<file path="config.mk">
export PLATFORM = sky130hd
export DESIGN_NAME = am9513_legacy_bridge_flat
export DESIGN_NICKNAME = d
export VERILOG_FILES = /design/src/rtl/am9513_legacy_bridge_if.sv /design/src/rtl/am9513_legacy_bridge.sv /design/src/flat_wrapper.sv
export SDC_FILE = /design/constraint.sdc
export NUM_CORES = 1
export LEC_CHECK = 0
export CAP_MARGIN = 20
export CORE_AREA = 5 5 181 96
export DETAILED_ROUTE_END_ITERATION = 8
export DIE_AREA = 0 0 186 101
export HOLD_SLACK_MARGIN = 0.06
export PLACE_DENSITY = 0.73
export SYNTH_ARGS = -nofsm -noshare
export SYNTH_HDL_FRONTEND = slang
export SYNTH_SLANG_ARGS = --single-unit
</file>
<file path="constraint.sdc">
create_clock -name clk -period 2.2 [get_ports clk]
set_input_delay 0.22 -clock clk [delete_from_list [all_inputs] [get_ports clk]]
set_output_delay 0.22 -clock clk [all_outputs]
set_load 0.005 [all_outputs]
</file>
<file path="src/rtl/am9513_legacy_bridge_if.sv">
// rtl/am9513_legacy_bridge_if.sv - carbon_arch_pkg CSR address map and csr_if bus interface
package carbon_arch_pkg;
  localparam logic [15:0] LEGACY_PUSH_LO = 16'h0100;
  localparam logic [15:0] LEGACY_PUSH_HI = 16'h0104;
  localparam logic [15:0] LEGACY_POP_LO  = 16'h0108;
  localparam logic [15:0] LEGACY_POP_HI  = 16'h010C;
  localparam logic [15:0] LEGACY_OP      = 16'h0110;
  localparam logic [15:0] LEGACY_STATUS  = 16'h0114;
endpackage

interface csr_if;
  logic        req_valid;
  logic        req_ready;
  logic        req_write;
  logic        req_priv;
  logic [15:0] req_addr;
  logic [31:0] req_wdata;
  logic        rsp_valid;
  logic        rsp_ready;
  logic [31:0] rsp_rdata;
  logic        rsp_fault;

  modport master (
    output req_valid, req_write, req_priv, req_addr, req_wdata, rsp_ready,
    input  req_ready, rsp_valid, rsp_rdata, rsp_fault
  );
  modport slave (
    input  req_valid, req_write, req_priv, req_addr, req_wdata, rsp_ready,
    output req_ready, rsp_valid, rsp_rdata, rsp_fault
  );
endinterface

</file>
<file path="src/rtl/am9513_legacy_bridge.sv">
// rtl/am9513_legacy_bridge.sv - byte-wide legacy port to 32-bit CSR bridge
// Optional busy polling before LEGACY_OP: AM9513_LEGACY_BRIDGE_BUSY_WAIT_EN
module am9513_legacy_bridge
  import carbon_arch_pkg::*;
#(
  parameter logic LEGACY_PRIV = 1'b0,
  parameter int   POLL_LIMIT  = 255
) (
  input  logic       clk,
  input  logic       rst_n,
  input  logic       io_req_valid,
  output logic       io_req_ready,
  input  logic       io_req_write,
  input  logic       io_req_cmd,
  input  logic [7:0] io_req_wdata,
  output logic       io_rsp_valid,
  input  logic       io_rsp_ready,
  output logic [7:0] io_rsp_rdata,
  csr_if.master      csr
);
  typedef enum logic [1:0] {IDLE, CSR_REQ, CSR_WAIT, IO_RSP} state_t;
  typedef enum logic [1:0] {K_PUSH, K_POP, K_CMD, K_STAT} kind_t;

  state_t      r_state, w_next;
  kind_t       r_kind;
  logic        r_step;
  logic [2:0]  r_wcnt, r_rcnt;
  logic [63:0] r_acc;
  logic [55:0] r_rbuf;
  logic [7:0]  r_rdata, r_op;
  logic        r_err;
  logic        w_accept, w_direct, w_seq_more;
  logic [15:0] w_addr;
  logic [31:0] w_wdata;
  logic        w_write;

`ifdef AM9513_LEGACY_BRIDGE_BUSY_WAIT_EN
  localparam int PW = $clog2(POLL_LIMIT + 1);
  logic [PW-1:0] r_poll_cnt;
  logic          w_poll_last;
  assign w_poll_last = (r_poll_cnt == PW'(POLL_LIMIT - 1));
`endif

  assign w_accept = io_req_valid && rst_n && (r_state == IDLE);
  // Data bytes that need no CSR traffic are answered straight from the accumulator/buffer
  assign w_direct = !io_req_cmd && (io_req_write ? (r_wcnt != 3'd7) : (r_rcnt != 3'd0));

  always_comb begin
    w_seq_more = 1'b0;
    if (!csr.rsp_fault) begin
      case (r_kind)
        K_PUSH, K_POP: w_seq_more = !r_step;
`ifdef AM9513_LEGACY_BRIDGE_BUSY_WAIT_EN
        K_CMD:         w_seq_more = !r_step && (!csr.rsp_rdata[0] || !w_poll_last);
`else
        K_CMD:         w_seq_more = !r_step;
`endif
        default:       w_seq_more = 1'b0;
      endcase
    end
  end

  always_comb begin
    w_addr  = LEGACY_STATUS;
    w_wdata = 32'h0;
    w_write = 1'b0;
    case (r_kind)
      K_PUSH: begin
        w_write = 1'b1;
        w_addr  = r_step ? LEGACY_PUSH_HI : LEGACY_PUSH_LO;
        w_wdata = r_step ? r_acc[63:32] : r_acc[31:0];
      end
      K_POP: w_addr = r_step ? LEGACY_POP_HI : LEGACY_POP_LO;
      K_CMD: if (r_step) begin
        w_write = 1'b1;
        w_addr  = LEGACY_OP;
        w_wdata = {24'h0, r_op};
      end
      default: ;
    endcase
  end

  assign csr.req_addr  = w_addr;
  assign csr.req_wdata = w_wdata;
  assign csr.req_write = w_write;
  assign csr.req_priv  = LEGACY_PRIV;
  assign io_rsp_rdata  = r_rdata;

  always_ff @(posedge clk or negedge rst_n) begin
    if (!rst_n) r_state <= IDLE;
    else        r_state <= w_next;
  end

  always_comb begin
    w_next        = r_state;
    io_req_ready  = 1'b0;
    io_rsp_valid  = 1'b0;
    csr.req_valid = 1'b0;
    csr.rsp_ready = 1'b0;
    case (r_state)
      IDLE: begin
        io_req_ready = rst_n;
        if (w_accept) w_next = w_direct ? IO_RSP : CSR_REQ;
      end
      CSR_REQ: begin
        csr.req_valid = 1'b1;
        if (csr.req_ready) w_next = CSR_WAIT;
      end
      CSR_WAIT: begin
        csr.rsp_ready = 1'b1;
        if (csr.rsp_valid) w_next = w_seq_more ? CSR_REQ : IO_RSP;
      end
      IO_RSP: begin
        io_rsp_valid = 1'b1;
        if (io_rsp_ready) w_next = IDLE;
      end
      default: w_next = IDLE;
    endcase
  end

  always_ff @(posedge clk or negedge rst_n) begin
    if (!rst_n) begin
      r_kind  <= K_PUSH;
      r_step  <= 1'b0;
      r_wcnt  <= 3'd0;
      r_rcnt  <= 3'd0;
      r_acc   <= 64'h0;
      r_rbuf  <= 56'h0;
      r_rdata <= 8'h00;
      r_op    <= 8'h00;
      r_err   <= 1'b0;
`ifdef AM9513_LEGACY_BRIDGE_BUSY_WAIT_EN
      r_poll_cnt <= '0;
`endif
    end else begin
      case (r_state)
        IDLE: if (w_accept) begin
          r_step  <= 1'b0;
          r_rdata <= 8'h00;
          if (io_req_cmd && io_req_write) begin
            r_kind <= K_CMD;
            r_wcnt <= 3'd0;
            r_rcnt <= 3'd0;
            r_acc  <= 64'h0;
            r_rbuf <= 56'h0;
            r_op   <= io_req_wdata;
`ifdef AM9513_LEGACY_BRIDGE_BUSY_WAIT_EN
            r_poll_cnt <= '0;
`else
            r_step <= 1'b1;
`endif
          end else if (io_req_cmd) begin
            r_kind <= K_STAT;
          end else if (io_req_write) begin
            r_kind <= K_PUSH;
            r_acc  <= {io_req_wdata, r_acc[63:8]};
            r_wcnt <= r_wcnt + 3'd1;
          end else begin
            r_kind <= K_POP;
            if (r_rcnt != 3'd0) begin
              r_rdata <= r_rbuf[7:0];
              r_rbuf  <= {8'h00, r_rbuf[55:8]};
              r_rcnt  <= r_rcnt - 3'd1;
            end
          end
        end
        CSR_WAIT: if (csr.rsp_valid) begin
          if (csr.rsp_fault) begin
            r_err   <= 1'b1;
            r_rdata <= 8'h00;
          end else begin
            case (r_kind)
              K_PUSH: r_step <= 1'b1;
              K_POP: if (!r_step) begin
                r_rbuf[31:0] <= csr.rsp_rdata;
                r_step       <= 1'b1;
              end else begin
                r_rdata <= r_rbuf[7:0];
                r_rbuf  <= {csr.rsp_rdata, r_rbuf[31:8]};
                r_rcnt  <= 3'd7;
              end
              K_STAT: begin
                r_rdata <= {csr.rsp_rdata[0], r_err, 2'b00, csr.rsp_rdata[7:4]};
                r_err   <= 1'b0;
              end
`ifdef AM9513_LEGACY_BRIDGE_BUSY_WAIT_EN
              K_CMD: if (!r_step) begin
                if (!csr.rsp_rdata[0]) begin
                  r_step <= 1'b1;
                end else begin
                  r_poll_cnt <= r_poll_cnt + PW'(1);
                  if (w_poll_last) r_err <= 1'b1;
                end
              end
`endif
              default: ;
            endcase
          end
        end
        default: ;
      endcase
    end
  end
endmodule

</file>
<file path="src/flat_wrapper.sv">
// flat-port wrapper written by rule: the top's interface ports become plain ports
module am9513_legacy_bridge_flat import carbon_arch_pkg::*;
#(
  parameter logic LEGACY_PRIV = 1'b0,
  parameter int   POLL_LIMIT  = 255
)
  (clk, rst_n, io_req_valid, io_req_ready, io_req_write, io_req_cmd, io_req_wdata, io_rsp_valid, io_rsp_ready, io_rsp_rdata, csr_req_valid, csr_req_write, csr_req_priv, csr_req_addr, csr_req_wdata, csr_rsp_ready, csr_req_ready, csr_rsp_valid, csr_rsp_rdata, csr_rsp_fault);
  csr_if csr_i ();
  input  logic clk;
  input  logic rst_n;
  input  logic io_req_valid;
  output logic io_req_ready;
  input  logic io_req_write;
  input  logic io_req_cmd;
  input  logic [7:0] io_req_wdata;
  output logic io_rsp_valid;
  input  logic io_rsp_ready;
  output logic [7:0] io_rsp_rdata;
  output wire logic [$bits(csr_i.req_valid)-1:0] csr_req_valid;
  output wire logic [$bits(csr_i.req_write)-1:0] csr_req_write;
  output wire logic [$bits(csr_i.req_priv)-1:0] csr_req_priv;
  output wire logic [$bits(csr_i.req_addr)-1:0] csr_req_addr;
  output wire logic [$bits(csr_i.req_wdata)-1:0] csr_req_wdata;
  output wire logic [$bits(csr_i.rsp_ready)-1:0] csr_rsp_ready;
  input wire logic [$bits(csr_i.req_ready)-1:0] csr_req_ready;
  input wire logic [$bits(csr_i.rsp_valid)-1:0] csr_rsp_valid;
  input wire logic [$bits(csr_i.rsp_rdata)-1:0] csr_rsp_rdata;
  input wire logic [$bits(csr_i.rsp_fault)-1:0] csr_rsp_fault;
  assign csr_req_valid = csr_i.req_valid;
  assign csr_req_write = csr_i.req_write;
  assign csr_req_priv = csr_i.req_priv;
  assign csr_req_addr = csr_i.req_addr;
  assign csr_req_wdata = csr_i.req_wdata;
  assign csr_rsp_ready = csr_i.rsp_ready;
  assign csr_i.req_ready = csr_req_ready;
  assign csr_i.rsp_valid = csr_rsp_valid;
  assign csr_i.rsp_rdata = csr_rsp_rdata;
  assign csr_i.rsp_fault = csr_rsp_fault;
  am9513_legacy_bridge #(.LEGACY_PRIV(LEGACY_PRIV), .POLL_LIMIT(POLL_LIMIT)) u_core (.clk(clk), .rst_n(rst_n), .io_req_valid(io_req_valid), .io_req_ready(io_req_ready), .io_req_write(io_req_write), .io_req_cmd(io_req_cmd), .io_req_wdata(io_req_wdata), .io_rsp_valid(io_rsp_valid), .io_rsp_ready(io_rsp_ready), .io_rsp_rdata(io_rsp_rdata), .csr(csr_i));
endmodule
</file>
## Word-level counts from Yosys, hierarchy flattened

Index checks and enable logic that the tools add are counted.
W data, S select, Z words.

- Add/sub/neg operators: 2
- Eq/ne operators: 21
- Mux-type cells: 71
- Reductions and logical operators: 23

Operator list:

| kind | count |
|---|---|
| $mux W56 | 8 |
| $mux W64 | 3 |
| $pmux W56 S2 | 1 |
| $mux W8 | 9 |
| $mux W32 | 2 |
| $pmux W32 S2 | 1 |
| $pmux W16 S3 | 1 |
| $mux W3 | 15 |
| $pmux W8 S2 | 2 |
| $mux W24 | 1 |
| $mux W1 | 16 |
| $mux W2 | 8 |
| $ne A2 B2 Y1 const B | 6 |
| $ne A3 B3 Y1 const B | 4 |
| $reduce_and A5 Y1 | 2 |
| $reduce_and A9 Y1 | 1 |
| $eq A2 B2 Y1 const B | 4 |
| $pmux W2 S4 | 1 |
| $reduce_and A4 Y1 | 2 |
| $reduce_and A8 Y1 | 1 |
| $ne A2 B1 Y1 const B | 3 |
| $pmux W3 S2 | 1 |
| $reduce_and A3 Y1 | 2 |
| $reduce_bool A2 Y1 | 3 |
| other kinds (13) | 20 |

- Flip-flop bits (word level): 148
- Input bits: 49
- Output and inout bits: 62
- Logic and storage cells: 128

## Logic depth before layout (Yosys ltp)

- Depth after elaboration: 7
- Depth in mapped cells: 8

## Least setup slack after synthesis

Ideal clock, no wire load.

- Kind: register -> register
- From: reg u_core.r_rcnt[0]
- To: reg u_core.r_rbuf[32]
- Library setup time: 0.125 ns
- Arrival time: 1.928 ns
- Required time: 2.075 ns
- Slack: 0.147 ns
- Cell stages (with the launch flop): 9
- Buffers on the path: 2
- Clock period less this slack: 2.053 ns
- Cell sequence: dfrtp_1 -> inv_1 -> ha_1 -> nor2b_1 -> o31a_1 -> or3_1 -> buf_6 -> buf_6 -> mux2_4

- Word-level cells in the longest chain between the ends: 3

RTL lines:

| what | RTL line | source |
|---|---|---|
| start, declared | am9513_legacy_bridge.sv:27 | `logic [2:0] r_wcnt, r_rcnt;` |
| start signal, assigned | am9513_legacy_bridge.sv:163 | `r_rcnt <= r_rcnt - 3'd1;` |
| $reduce_bool A3 Y1 | am9513_legacy_bridge.sv:160 | `if (r_rcnt != 3'd0) begin` |
| $ne A3 B3 Y1 (no line) | -- |  |
| $reduce_and A9 Y1 (no line) | -- |  |
| end signal, assigned | am9513_legacy_bridge.sv:162 | `r_rbuf <= {8'h00, r_rbuf[55:8]};` |
| end signal, assigned | am9513_legacy_bridge.sv:179 | `r_rbuf <= {csr.rsp_rdata, r_rbuf[31:8]};` |
| end, declared | am9513_legacy_bridge.sv:29 | `logic [55:0] r_rbuf;` |

Every way passes these cells.
A chain may end at the register's enable or synchronous reset.

## Worst setup path after layout

- From: reg u_core.r_step
- To: reg u_core.r_rbuf[3]

- Word-level cells in the longest chain between the ends: 5

RTL lines:

| what | RTL line | source |
|---|---|---|
| start, declared | am9513_legacy_bridge.sv:26 | `logic r_step;` |
| start signal, assigned | am9513_legacy_bridge.sv:124 | `r_step <= 1'b0;` |
| start signal, assigned | am9513_legacy_bridge.sv:138 | `r_step <= 1'b0;` |
| start signal, assigned | am9513_legacy_bridge.sv:150 | `r_step <= 1'b1;` |
| $mux W32 | am9513_legacy_bridge.sv:174 | `K_POP: if (!r_step) begin` |
| $mux W56 | am9513_legacy_bridge.sv:172 | `case (r_kind)` |
| $mux W56 | am9513_legacy_bridge.sv:168 | `if (csr.rsp_fault) begin` |
| $mux W56 | am9513_legacy_bridge.sv:167 | `CSR_WAIT: if (csr.rsp_valid) begin` |
| $pmux W56 S2 | am9513_legacy_bridge.sv:136 | `case (r_state)` |
| end signal, assigned | am9513_legacy_bridge.sv:162 |  |
| end signal, assigned | am9513_legacy_bridge.sv:175 | `r_rbuf[31:0] <= csr.rsp_rdata;` |
| end signal, assigned | am9513_legacy_bridge.sv:179 |  |

Every way passes these cells. The select of a mux whose other input is x is not followed.

==> results_dict.tcl <==
set metrics [dict create \
    status "completed" \
    num_io_pins 111 \
    period_needed_ns 2.147 \
    ys_types 46 \
    setup_viol 0 \
    regArea_mm2 0.003710 \
    crit_path_max_incr_delay_ns 0.53 \
    grt_max_degree 135 \
    synthMostInstantiatedCell "dfrtp_1" \
    post_dp_cell_area_mm2 0.008907 \
    cts-root-buf "clkbuf_16" \
    worstPathCellList "buf_8, buf_4, buf_6, nor3b_4, a31oi_4, buf_6, a22o_1, mux2_2" \
    dieArea_mm2 0.01879 \
    cp_slowest_cell "dfrtp_4" \
    ys_ff_latch 148 \
    synth_cells 741 \
    synth_edf_count 0 \
    vias 6039 \
    final_layout_size_suffix_gt1_share_pct 20.11 \
    yosysSeqAreaShare_pct 48.80 \
    synth.largest_area_cell "dfrtp_1" \
    clk_pin_slew_worst_paths_ns 0.07 \
    num_antenna_cells 0 \
    maxCapViolCount 0 \
    synth_top_area_share_pct 48.80 \
    syn_to_final_growth_pct 28.45 \
    drt_first_pass_iters 5 \
    gp_congestion 0.8480 \
    async_flop_share_pct 100.0 \
    row_count 33 \
    use_met3_pct 7.606 \
    slew_headroom_pct 48.23 \
    cellLeakagePower_nw 4.528 \
    core_mm2 0.01577 \
    multiInputGateArea_mm2 0.003674 \
    nNetsFinal 910 \
    syn_area_per_cell_um2 10.24 \
    vdd_drop_max_mv 0.6125 \
    report.final.hold_viol_count 0 \
    drv_slew 0 \
    grt_use_met1_pct 35.46 \
    r2r_cells 8 \
    dp_cells 1034 \
    gr-usage-met2_pct 28.98 \
    wl_per_cell_um 19.03 \
    cts_tree "built" \
    routed_via_density 5.592 \
    cts_made_buffers 17 \
    synthTopCellsByCount "148 x dfrtp_1, 86 x nand2_1, 77 x o21ai_0, 67 x nand2b_1, 50 x nor2_1" \
    n_fill_cell 1273 \
    worst_slack_ns 0.05272 \
    worst-r2r-setup-slack_ns 0.05 \
    port_buffers 96 \
    groute.usage.overall_pct 22.35 \
    antenna_found_initial 1 \
    rsz0062_at_grt "true" \
    dp_hpwl_um 14070 \
    ant_nets 0 \
    h-tree-depth 4 \
    criticalPathCategory "reg2reg" \
    routed_wl_um 20550 \
    clock_latency_ns 0.42 \
    cp.arrival_ns 2.45 \
    design_area_mm2 0.009749 \
    dp_slack_ns -0.08385 \
    busiest_layer "met1" \
    cts_buffer_depth 2 \
    endpoint_kind "register" \
    post-route-period-util_pct 97.60 \
    yosys_most_used_dff "dfrtp_1" \
    synthesis.area_mm2 0.007590 \
    required_ns 2.51 \
    drc 0 \
    fin_cells 1080 \
    cp_max_fo 15 \
    hold_path_class "in2async" \
    drtIter0Drc 535 \
    grt_pass1_wl_um 32580 \
    p_per_area_mw_per_mm2 1189 \
    first_global_vias 5914 \
    cpMostUsedCell "buf_6" \
    die_h_um 101 \
    cts_sinks 148 \
    timing.hold.ws_ns 0.3393 \
    fin_skew_ns 0.01066 \
    yosysWarningCount 0 \
    chipWidth_um 186 \
    start_util_pct 48.12 \
    grt_overflow 0 \
    synth_area_leaders "dfrtp_1 49%, nand2b_1 5.5%, mux2i_1 5.4%" \
    fmax_mhz 465.7 \
    p_total_mw 11.59 \
    worst_slew_pin_slew_ns 0.7766 \
    crit_path_start_kind "register" \
]
## sequential cells by signal (all words and copies together) (netlist names)
name and flops:
u_core.io_rsp_rdata 8, u_core.r_state 2, u_core.r_rcnt 3, u_core.r_err 1, u_core.r_op 8, u_core.r_wcnt 3
u_core.r_acc 64, u_core.r_step 1, u_core.r_kind 2, u_core.r_rbuf 56
## path summary, 6_finish.rpt
path,start,endpoint
hold reg to reg,u_core.r_rbuf[10],u_core.r_rbuf[10]
min in group clk,io_req_cmd,u_core.r_state[1]
max in group asynchronous,rst_n,u_core.r_kind[1]
setup reg to reg,u_core.r_step,u_core.r_rbuf[3]
setup / recovery,u_core.r_step,u_core.r_rbuf[3]
hold / removal,rst_n,u_core.r_rbuf[23]
## through the flow
stage          setup TNS (ns)  utilization [%]
5_1_grt              -0.05537            61.81
3_5_place_dp           -1.088            56.47
4_1_cts               -0.8911            61.19
6_report                    0            61.81
3_3_place_gp          -0.1272            56.47
2_1_floorplan               0                -
## layout by cell type, fill, tap and decap left out, drive strengths merged, types with 2 or more instances in the layout
cell type | netlist | layout
nor2 | 50 | 50
a22oi | 7 | 7
inv | 7 | 19
a22o | 40 | 40
o21ai | 77 | 77
clkdlybuf4s50 | 0 | 63
ha | 4 | 4
a211oi | 2 | 2
buf | 32 | 63
o31ai | 10 | 10
and2 | 2 | 2
a21o | 2 | 2
nor3b | 2 | 2
or2 | 2 | 3
clkbuf | 40 | 22
dfrtp | 148 | 148
a21oi | 28 | 28
o2bb2ai | 8 | 8
nand2b | 67 | 67
dlymetal6s2s | 0 | 3
a32o | 2 | 2
mux2i | 41 | 41
nor4 | 2 | 2
nor2b | 4 | 4
mux2 | 62 | 62
nand2 | 86 | 86
nor3 | 3 | 3
dlygate4sd2 | 0 | 21
conb | 2 | 14
## critical path, delay by kind of cell (launching register included)
family	cells	cell delay, ns
simple gates	1	0.24
compound gates	2	0.34
buf+inv	4	0.64
mux	1	0.28
flops	1	0.53
## area by class of cell
cell class | instances | share of cell area [%]
Clock buffer | 17 | 4.363
Clock inverter | 15 | 1.617
Inverter | 7 | 0.2952
Multi-Input combinational cell | 527 | 37.68
Sequential cell | 148 | 38.05
Tap cell | 210 | 2.695
Timing Repair Buffer | 156 | 15.30
## cells by family after synthesis
family | count (synthesis) | synth area share [%]
adders and majority gates | 4 | 0.6594
muxes | 103 | 15.10
AOI/OAI and AO/OA | 182 | 15.63
and+or+nand+nor | 223 | 14.26
DFF | 148 | 48.80
other | 2 | 0.09895
buffers and inverters | 79 | 5.457
## report_power, final
group	leakage, nW	internal, mW	switching, mW
sequential	1.97	3.48	0.591
combinational	2.26	2.39	2.20
clock	0.288	1.62	1.31
total	4.53	7.49	4.10
## routing by layer
metal / vias up / part of all wire, %
met5: - / 0
met2: 216 / 40
met1: 3008 / 50
met3: 25 / 8.8
met4: 0 / 1.0
li1: 2790 / -
## repair_timing
| item | in CTS | in global routing |
|---|---|---|
| endpoints found under the setup margin | 35 | 50 |
| hold buffers | 1 | 0 |
| setup buffers | 8 | 3 |
| pin swaps | 6 | 6 |
| endpoints found under the hold margin | 148 | 0 |
| resized for setup | 55 | 37 |
| gates cloned | 1 | 1 |
No activity file was read; power rests on OpenSTA's default activity.
==> RTL edit 1: new RTL, config.mk and constraints unchanged <==
Build with the macro `AM9513_LEGACY_BRIDGE_BUSY_WAIT_EN` defined.
--- a/src/rtl/am9513_legacy_bridge.sv
+++ b/src/rtl/am9513_legacy_bridge.sv
@@ -2,2 +2,4 @@
 // Optional busy polling before LEGACY_OP: AM9513_LEGACY_BRIDGE_BUSY_WAIT_EN
+`define AM9513_LEGACY_BRIDGE_BUSY_WAIT_EN
+
 module am9513_legacy_bridge
Function: not settled (the Yosys comparison gave no result); the edit may change what the design does.
==> RTL edit 1 against the original RTL <==
  * The run now ends with setup timing left
  * Synthesized area increased by 3.8%
  * Clock skew grew 0.0019 ns
  * Total power is 2.2% higher
  * Worst setup slack got worse by 0.070 ns
  * Design area grew 2.0%
  * Core utilization up 1.2 points
  * Wire length increased by 1.9%
  * Hold slack got worse by 0.12 ns
  * Critical path type is now reg2out
  * Sequential cell count rose by 8
==> RTL edit 1: results (changes against the original RTL) <==
wire_per_inst_um: 18.5  # -2.6%
synth_seq_area_share: 0.496  # +0.00774
dp_hpwl_um: 14600  # +4.1%
max_stage_delay_ns: 0.50  # -0.03 ns
fin_ws_ns: -0.0177  # -0.0705 ns
violations: "setup timing"
synth_commonest_cells: "174 x nand2_1, 156 x dfrtp_1, 80 x o21ai_0"
powerDensity_nw_per_um2: 1190  # +0.18%
seq_area_frac: 0.393  # +0.0126
grt_pass1_wl_um: 33000  # +1.3%
track_usage: 0.228  # +0.00438
use_met1: 0.386  # +0.0312
setup_viol: 1  # +1
switchingPower_w: 0.00398  # -3.0%
drtIter0Drc: 515  # -3.7%
final-nonclk-buf-share: 0.147  # -0.00575
multi_input_gates: 569  # +8.0%
crit_start: "u_core.r_kind[1]$_DFFE_PN0P_"
syn_to_final_growth_pct: 26.3
reg2reg_to: "u_core.r_rbuf[6]$_DFFE_PN0P_"
grtUsageMet2: 0.285  # -0.00445
fillers: 1265  # -0.63%
use_met3: 0.0577  # -0.0184
outcome: "complete, but fails checks"
finalWeightedCongestion: 0.839  # -1.0%
routed_wl_um: 21000  # +1.9%
dr_wl_met3_um: 1530  # -15%
clock_skew_ns: 0.0125  # +0.00186 ns
synthCells: 808  # +9.0%
synth_cell_types: 54  # +17%
## RTL edit 1: changes by cell type in the layout (fill, tap and decap cells not counted), moves of 17 or more
cell,before,now
nand2_1,85,173
nand2b_1,66,2
clkdlybuf4s50_1,63,87
mux2_2,31,50
dlygate4sd2_1,21,3
mux2_1,21,4
## RTL edit 1: worst min path at each step
stage               start                            endpoint  slack (ns)
floorplan           rst_n  u_core.io_rsp_rdata[0]$_DFFE_PN0P_       -0.08
global placement    rst_n    u_core.r_poll_cnt[7]$_DFFE_PN0P_        0.05
detailed placement  rst_n           u_core.r_step$_DFFE_PN0P_        0.05
CTS                 rst_n           u_core.r_step$_DFFE_PN0P_        0.22
global route        rst_n           u_core.r_step$_DFFE_PN0P_        0.21
finish              rst_n           u_core.r_step$_DFFE_PN0P_        0.22
## RTL edit 1: repair_timing
action,in CTS,in global routing
endpoints found under the setup margin,35,13
cloned,0,2
endpoints found under the hold margin,5,0
hold buffers,1,0
buffers inserted,1,5
resized for setup,8,17
pin swaps,1,4
==> RTL edit 2: new RTL, same settings <==
Without the edit above. Re-encode `kind_t` (4 values) as Gray code, 2 bits wide.
--- a/src/rtl/am9513_legacy_bridge.sv
+++ b/src/rtl/am9513_legacy_bridge.sv
@@ -21,3 +21,3 @@
   typedef enum logic [1:0] {IDLE, CSR_REQ, CSR_WAIT, IO_RSP} state_t;
-  typedef enum logic [1:0] {K_PUSH, K_POP, K_CMD, K_STAT} kind_t;
+  typedef enum logic [1:0] {K_PUSH = 2'b00, K_POP = 2'b01, K_CMD = 2'b11, K_STAT = 2'b10} kind_t;
 
Check against the original RTL: no difference found for any inputs over 4 cycles, from zero or initial values and one cycle with rst_n low; so few cycles prove little.
==> RTL edit 2 against the original RTL <==
  * Sequential cell count is the same
  * Wire length grew 3.3%
  * Via count shrank 1.0%
  * Design area shrank 0.86%
  * Synthesized area grew 1.8%
  * Worst setup slack lost 0.0035 ns
  * Combinational power grew 14%
  * Total power grew 6.2%
  * Clock power shrank 6%
  * Largest cell class unchanged
==> RTL edit 2: results (changes against the original RTL) <==
holdWs_ns: 0.385  # +0.0459 ns
synthAdderAreaFrac: 0.0178  # +0.0112
drtIter0Drc: 525  # -1.9%
hp-class: "in2reg"
pg_comb_w: 0.00525  # +14%
layout-drive-gt1-share: 0.183  # -0.0185
dp.cells: 1066  # +3.1%
grt_pass1_wl_um: 33400  # +2.5%
max_stage_delay_ns: 0.39  # -0.14 ns
clock_skew_ns: 0.0144  # +0.00377 ns
relSlewSlack: 0.254  # -0.229
seq_power_w: 0.00433  # +6.4%
grt_start_max_net_pins: 73  # -46%
outcome: "complete, no violations"
synth_seq_area_share: 0.479  # -0.00854
r2r_slack_ns: 0.09  # +0.04 ns
synthMuxAreaShare: 0.143  # -0.00782
p_int_w: 0.00775  # +3.4%
dp_hpwl_um: 15000  # +6.5%
critPathArrivalTime_ns: 1.93  # -0.52 ns
synth_commonest_cells: "148 x dfrtp_1, 127 x nand2_1, 85 x o21ai_0"
peakVddDrop_uv: 760  # +24%
power_w: 0.0123  # +6.2%
preCtsSetupSlack_ns: -0.0631  # +0.0207 ns
dr_total_vias: 5977  # -1.0%
finalWeightedCongestion: 0.839  # -1.0%
wire_per_inst_um: 19.2  # +0.68%
synth_compound_area_frac: 0.138  # -0.0181
finalNetCount: 945  # +3.8%
place_area_um2: 9000  # +1.0%
reg2reg_to: "u_core.io_rsp_rdata[4]$_DFFE_PN0P_"
antenna_found_initial: 0  # -1
post_cts_resized: 61  # +11%
track_usage: 0.233  # +0.00947
cpMaxStageDelayCell: "dfrtp_2"
synthCells: 780  # +5.3%
p_leak_nw: 4.45  # -1.7%
reg2reg_from: "u_core.r_kind[1]$_DFFE_PN0P_"
-- RTL edit 2: cell types whose count changed after synthesis, sizes merged, moves of 12 or more --
| cell | unedited run | this run |
|---|---|---|
| nor2 | 50 | 33 |
| o21ai | 77 | 100 |
| mux2 | 62 | 41 |
| a31oi | 1 | 16 |
| nand2 | 86 | 127 |
| mux2i | 41 | 55 |
| a22o | 40 | 11 |
| clkbuf | 40 | 28 |
-- RTL edit 2: how the worst max path moves through the flow --
stage	endpoint	cells after the start	startpoint	slack [ns]
2_1_floorplan	u_core.r_rbuf[52]$_DFFE_PN0P_	8	u_core.r_rcnt[0]$_DFFE_PN0P_	0.39
3_3_place_gp	u_core.r_rbuf[3]$_DFFE_PN0P_	5	io_req_cmd	-0.02
3_5_place_dp	u_core.r_rbuf[26]$_DFFE_PN0P_	8	io_req_write	-0.06
4_1_cts	csr_req_wdata[0]	6	u_core.r_kind[1]$_DFFE_PN0P_	-0.04
5_1_grt	csr_req_wdata[4]	8	u_core.r_kind[1]$_DFFE_PN0P_	-0.006
6_report	csr_req_wdata[3]	5	u_core.r_step$_DFFE_PN0P_	0.05
-- RTL edit 2: layout make-up --
class                      count  area share
sequential                   148       0.384
multi-input combinational    559       0.383
timing repair buffer         144       0.144
clock buffer                  17      0.0440
tap                          210      0.0272
clock inverter                15      0.0126
inverter                      15     0.00583
-- RTL edit 2: metal layers --
| layer | track usage | vias to the layer above | part of all wire |
|---|---|---|---|
| met4 | 0.0420 | 0 | 0.0045 |
| met1 | 0.389 | 2916 | 0.53 |
| li1 | - | 2859 | - |
| met5 | 0 | - | 0 |
| met3 | 0.0833 | 8 | 0.090 |
| met2 | 0.279 | 194 | 0.38 |
